[src/rtl/run_sequencer_pkg.sv]
// Shared definitions for the run sequencer: state encoding, the Ack opcode and counter defaults.
// The optional watchdog in run_sequencer is enabled with SEQ_WATCHDOG_EN.
package run_sequencer_pkg;

   typedef enum logic [2:0] {
      IDLE  = 3'd0,
      FETCH = 3'd1,
      EXEC  = 3'd2,
      MEM   = 3'd3,
      WB    = 3'd4,
      HALT  = 3'd5
   } seq_state_t;

   localparam logic [8:0] kAckInstr  = 9'h1FF;
   localparam int         kCycW      = 16;
   localparam int         kWaitW     = 4;

   // States in which an instruction is in flight.
   function automatic logic is_busy_state(input seq_state_t s);
      return (s == FETCH) || (s == EXEC) || (s == MEM) || (s == WB);
   endfunction

   // States that accept a new Start.
   function automatic logic is_rest_state(input seq_state_t s);
      return (s == IDLE) || (s == HALT);
   endfunction

endpackage

[src/rtl/run_sequencer_mem.sv]
// Loadable down-counter that times the data_mem access phase of a load/store.
// expire is high in the last MEM cycle so the sequencer can move to WB on that edge.
module seq_mem_wait
   import run_sequencer_pkg::*;
#(
   parameter int MEM_LAT = 1
) (
   input  logic clk,
   input  logic rst_n,
   input  logic load,
   input  logic en,
   output logic expire
);

   localparam logic [kWaitW-1:0] kLoadVal = kWaitW'(MEM_LAT);
   localparam logic [kWaitW-1:0] kOne     = kWaitW'(1);

   logic [kWaitW-1:0] cnt_reg;

   always_ff @(posedge clk or negedge rst_n) begin
      if (!rst_n) begin
         cnt_reg <= '0;
      end else if (load) begin
         cnt_reg <= kLoadVal;
      end else if (en && (cnt_reg != '0)) begin
         cnt_reg <= cnt_reg - kOne;
      end
   end

   assign expire = en && (cnt_reg == kOne);

endmodule

[src/rtl/run_sequencer.sv]
// Multi-cycle FETCH/EXEC/MEM/WB run controller with single-cycle write strobes and run counters.
// Define SEQ_WATCHDOG_EN to add the cycle-budget watchdog (WDOG_LIMIT) and the Timeout flag.
module run_sequencer
   import run_sequencer_pkg::*;
#(
   parameter int MEM_LAT = 1,
   parameter int CYC_W   = kCycW
`ifdef SEQ_WATCHDOG_EN
   ,
   parameter logic [CYC_W-1:0] WDOG_LIMIT = CYC_W'(16'hFFF0)
`endif
) (
   input  logic             Clk,
   input  logic             Reset_n,
   input  logic             Start,
   input  logic             DecRegWr,
   input  logic             DecMemWr,
   input  logic             DecLoad,
   input  logic             DecAck,
   output logic             PCReset,
   output logic             PCEn,
   output logic             IrLoad,
   output logic             RegWrEn,
   output logic             MemWrEn,
   output logic             Busy,
   output logic             Done,
   output logic             Timeout,
   output logic [CYC_W-1:0] CycleCount,
   output logic [CYC_W-1:0] InstCount
);

   localparam logic [CYC_W-1:0] kCntOne = CYC_W'(1);

   seq_state_t       state_reg;
   logic             irload_reg;
   logic             pcen_reg;
   logic             regwr_reg;
   logic             memwr_reg;
   logic             busy_reg;
   logic             done_reg;
   logic [CYC_W-1:0] cycle_reg;
   logic [CYC_W-1:0] inst_reg;

   logic start_ok;
   logic mem_load;
   logic mem_expire;
   logic wdog_fire;

   function automatic logic [CYC_W-1:0] sat_inc(input logic [CYC_W-1:0] v);
      return (&v) ? v : v + kCntOne;
   endfunction

   assign start_ok = Start && is_rest_state(state_reg);
   assign mem_load = (state_reg == EXEC) && !DecAck && (DecLoad || DecMemWr);

   seq_mem_wait #(
      .MEM_LAT (MEM_LAT)
   ) u_mem_wait (
      .clk    (Clk),
      .rst_n  (Reset_n),
      .load   (mem_load),
      .en     (state_reg == MEM),
      .expire (mem_expire)
   );

`ifdef SEQ_WATCHDOG_EN
   logic timeout_reg;
   assign wdog_fire = busy_reg && (cycle_reg == (WDOG_LIMIT - kCntOne));
`else
   assign wdog_fire = 1'b0;
`endif

   always_ff @(posedge Clk or negedge Reset_n) begin
      if (!Reset_n) begin
         state_reg   <= IDLE;
         irload_reg  <= 1'b0;
         pcen_reg    <= 1'b0;
         regwr_reg   <= 1'b0;
         memwr_reg   <= 1'b0;
         busy_reg    <= 1'b0;
         done_reg    <= 1'b0;
         cycle_reg   <= '0;
         inst_reg    <= '0;
`ifdef SEQ_WATCHDOG_EN
         timeout_reg <= 1'b0;
`endif
      end else begin
         irload_reg <= 1'b0;
         pcen_reg   <= 1'b0;
         regwr_reg  <= 1'b0;
         memwr_reg  <= 1'b0;
         if (busy_reg) begin
            cycle_reg <= sat_inc(cycle_reg);
         end

         case (state_reg)
            IDLE, HALT: begin
               if (Start) begin
                  // The Start cycle itself is the first cycle of the run.
                  state_reg  <= FETCH;
                  irload_reg <= 1'b1;
                  busy_reg   <= 1'b1;
                  done_reg   <= 1'b0;
                  cycle_reg  <= kCntOne;
                  inst_reg   <= '0;
               end
            end
            FETCH: begin
               state_reg <= EXEC;
            end
            EXEC: begin
               if (DecAck) begin
                  state_reg <= HALT;
                  busy_reg  <= 1'b0;
                  done_reg  <= 1'b1;
                  inst_reg  <= sat_inc(inst_reg);
               end else if (DecLoad || DecMemWr) begin
                  state_reg <= MEM;
                  memwr_reg <= DecMemWr;
               end else begin
                  state_reg <= WB;
                  regwr_reg <= DecRegWr;
                  pcen_reg  <= 1'b1;
               end
            end
            MEM: begin
               if (mem_expire) begin
                  state_reg <= WB;
                  regwr_reg <= DecRegWr;
                  pcen_reg  <= 1'b1;
               end
            end
            WB: begin
               state_reg  <= FETCH;
               irload_reg <= 1'b1;
               inst_reg   <= sat_inc(inst_reg);
            end
            default: begin
               state_reg <= IDLE;
               busy_reg  <= 1'b0;
            end
         endcase

`ifdef SEQ_WATCHDOG_EN
         // Forced halt overrides whatever the instruction was about to do.
         if (wdog_fire) begin
            state_reg   <= HALT;
            irload_reg  <= 1'b0;
            pcen_reg    <= 1'b0;
            regwr_reg   <= 1'b0;
            memwr_reg   <= 1'b0;
            busy_reg    <= 1'b0;
            done_reg    <= 1'b1;
            timeout_reg <= 1'b1;
            inst_reg    <= inst_reg;
         end else if (start_ok) begin
            timeout_reg <= 1'b0;
         end
`endif
      end
   end

   assign PCReset    = Reset_n && start_ok;
   assign IrLoad     = irload_reg;
   assign PCEn       = pcen_reg  && !wdog_fire;
   assign RegWrEn    = regwr_reg && !wdog_fire;
   assign MemWrEn    = memwr_reg && !wdog_fire;
   assign Busy       = busy_reg;
   assign Done       = done_reg;
   assign CycleCount = cycle_reg;
   assign InstCount  = inst_reg;
`ifdef SEQ_WATCHDOG_EN
   assign Timeout    = timeout_reg;
`else
   assign Timeout    = 1'b0;
`endif

endmodule

[config.mk]
export PLATFORM = sky130hd
export DESIGN_NAME = run_sequencer
export DESIGN_NICKNAME = d
export VERILOG_FILES = /design/src/rtl/run_sequencer_pkg.sv /design/src/rtl/run_sequencer_mem.sv /design/src/rtl/run_sequencer.sv
export SDC_FILE = /design/constraint.sdc
export NUM_CORES = 1
export LEC_CHECK = 0
export ABC_AREA = 0
export CORE_ASPECT_RATIO = 0.9
export CORE_MARGIN = 3
export CORE_UTILIZATION = 30
export CTS_CLUSTER_SIZE = 14
export DETAILED_ROUTE_END_ITERATION = 16
export GPL_TIMING_DRIVEN = 1
export PLACE_DENSITY = 0.63
export SYNTH_ARGS = -nofsm -noshare
export SYNTH_HDL_FRONTEND = slang
export SYNTH_HIERARCHICAL = 1
export SYNTH_SLANG_ARGS = --single-unit
[constraint.sdc]
create_clock -name Clk -period 2.9 [get_ports Clk]
set_clock_uncertainty 0.15 [all_clocks]
set_input_delay 0.58 -clock Clk [delete_from_list [all_inputs] [get_ports Clk]]
set_output_delay 0.58 -clock Clk [all_outputs]
set_load 0.005 [all_outputs]
==> results.yml <==
yosys:
  yosysTopAreaCellShare_pct: 44.0
  yosys_warnings: 6
  syn_area_sq_mm: 0.00256
  synth-edff-count: 0
  synth_top_cells_by_area: "dfrtp_1 (44%), mux2i_1 (4.7%), nand2_1 (3.8%)"
  ys_top_cells_by_count: "dfrtp_1 (45), nand2_1 (26), nor2_1 (22)"
  syn_nets: 281
  synth-seq-area-share_pct: 44.0
  synth_most_common_cell: "dfrtp_1"
  synth_largest_area_cell: "dfrtp_1"
  synthArstFlopShare_pct: 100
  synth_cells: 269
  ys_ff_latch: 45
  synth_cell_type_count: 58
  synth_ff_type: "dfrtp_1"
  avgSynthCellArea_sq_um: 9.51
floorplan:
  die_w_microns: 103
  ios: 47
  start_util_pct: 31.2
  die_height_microns: 93.6
  dieArea_sq_mm: 0.00967
  rows: 31
  coreArea_sq_mm: 0.00818
timing:
  holdWs_ns: 0.286
  max_freq_mhz: 380
  period_needed_ns: 2.63
  hold_viol: 0
  rsz0062_at_grt: "false"
  period_share_pct: 90.8
  relSlewSlack_pct: 60.4
  drv_slew: 0
  finalSetupViolCount: 0
  fin_ws_ns: 0.266
  finalSetupTns_ns: 0
  worstMarginPinSlew_ns: 0.594
place:
  place_hpwl_microns: 4560
  portBuffers: 45
  dp_slack_ns: 0.273
  gp_congestion: 0.791
cts:
  path_clk_slew_ns: 0.09
  ctsHoldBuffers: 0
  cts.sinks: 45
  post_cts_resized: 0
  post_cts_buffers: 0
  cts_max_path_buffers: 2
  cts_htree_levels: 2
  cts_buffers: 5
  tritoncts: "built"
  cts_root_buf: "clkbuf_8"
  clkLatencyLatePin_ns: 0.30
worst_setup_path:
  path_class: "in2out"
  crit_start: "Start"
  critPathMaxStageDelay_ns: 0.50
  r2r_end: "RegWrEn"
  slowest_stage: "clkdlybuf4s50_1"
  cp_top_family: "buffers and inverters"
  crit_chain: "clkdlybuf4s50_1, nor2b_1, and3_1, clkdlybuf4s50_1"
  r2r_setup_slack_ns: 0.67
  path_depth: 4
  path_max_fanout: 3
  critPathCapture: "PCReset"
  critPathRequiredTime_ns: 2.17
  r2r_start: "state_reg[0]"
  end_kind: "output pin"
  cp-start-kind: "input port"
  worst-path-buf-inv: 2
  worstPathArrival_ns: 1.90
  path_common_cell: "clkdlybuf4s50_1"
  ff2ff_path_depth: 6
pwr:
  power_density_mw_per_mm2: 654
  ir_worst_vdd_uv: 305
  p_leak_uw: 0.00131
hold_path:
  holdCritPathClass: "in2async"
grt:
  antenna_found_initial: 0
  grt_pass1_vias: 2207
  gr-total-overflow: 0
  track_usage_pct: 13.5
  grt_max_degree: 46
  grt_pass1_wl_microns: 10500
drt:
  vias_per_cell: 5.21
  drtIter0Drc: 125
  dr.pass1.iters: 4
  ant_nets: 0
  drc: 0
  routed_wl_microns: 6340
  wire_per_inst_microns: 14.6
  vias: 2265
run:
  drv_cap: 0
outcome:
  status: "finished clean"
finish:
  syn2layout_area_growth_pct: 26.6
  fin_nets: 331
  antennaDiodeCount: 0
  fill_cells: 834
  drive_above_1_share_pct: 7.50
==> final cells by class <==
class	count	area (sq um)	share of cell area [%]
multi-input cells	208	1360	41.9
flip-flops and latches	45	1130	34.8
repair buffers	51	490	15.1
well taps	115	144	4.44
clock buffers	5	68.8	2.13
inverters	8	30.0	0.927
clock inverters	3	21.3	0.657
==> layer usage <==
metal	up-vias	global-route usage [%]	routed length, microns
met4	0	3.24	62
met3	7	3.50	347
li1	1105	-	-
met5	-	0	0
met2	46	21.3	2890
met1	1107	18.3	3040
==> worst min-delay path by stage <==
stage | start | to | slack [ns]
final | Reset_n | CycleCount[9] | 0.29
after global routing | Reset_n | CycleCount[7] | 0.36
after CTS | Reset_n | CycleCount[9] | 0.32
after detailed placement | Done | Done | 0.37
after global placement | Done | Done | 0.36
after floorplan | Reset_n | Busy | 0.13
==> stage by stage <==
stage / std cells / power (uW) / area (sq um) / util [%]
after floorplan: 269 / 1410 / 2560 / -
after global routing: 435 / 2290 / 3240 / 39.6
final: 435 / 2120 / 3240 / 39.6
after detailed placement: 427 / 1740 / 3150 / 38.5
after global placement: 427 / 1720 / 3150 / 38.5
after CTS: 435 / 2160 / 3240 / 39.6
==> logic make-up (layout without fill, tap and decap cells) <==
| kind of cell | Yosys count | after routing | synth area share, % |
|---|---|---|---|
| AOI/OAI and AO/OA | 58 | 58 | 16.4 |
| and+or+nand+nor | 128 | 128 | 27.9 |
| xor gates and xnor gates | 3 | 3 | 1.03 |
| DFF | 45 | 45 | 44.0 |
| buffers and inverters | 16 | 67 | 2.89 |
| adders and majority gates | 5 | 5 | 2.45 |
| muxes | 13 | 13 | 5.14 |
| other | 1 | 1 | 0.147 |
==> where the power goes <==
group | internal (uW) | switching, uW | total (uW)
Sequential | 749 | 204 | 953
Clock | 171 | 224 | 395
Combinational | 391 | 381 | 771
==> layout by cell type, fill, tap and decap left out, drive strengths merged, types with 2 or more instances in the layout <==
master,n
a41oi,2
nor2b,4
a22oi,2
mux2i,12
o41ai,2
nor2,22
buf,7
inv,9
and3,7
a31oi,3
clkdlybuf4s50,44
ha,5
nand3,9
xor2,2
nor4,5
and4,4
or3,6
dfrtp,45
or4,3
nor3,11
o21ai,8
and2,5
nand2,26
a211oi,3
clkbuf,5
a21oi,19
nand2b,6
o31ai,5
a211o,2
nand4,13
a311oi,2
==> worst reg2reg max path: cells and delay by family, from the launching register on <==
family          cells  cell delay (ns)
flops               1             0.65
buf+inv             1             0.19
compound gates      1             0.13
simple gates        4             1.06
Power figures use the tool's default switching activity.
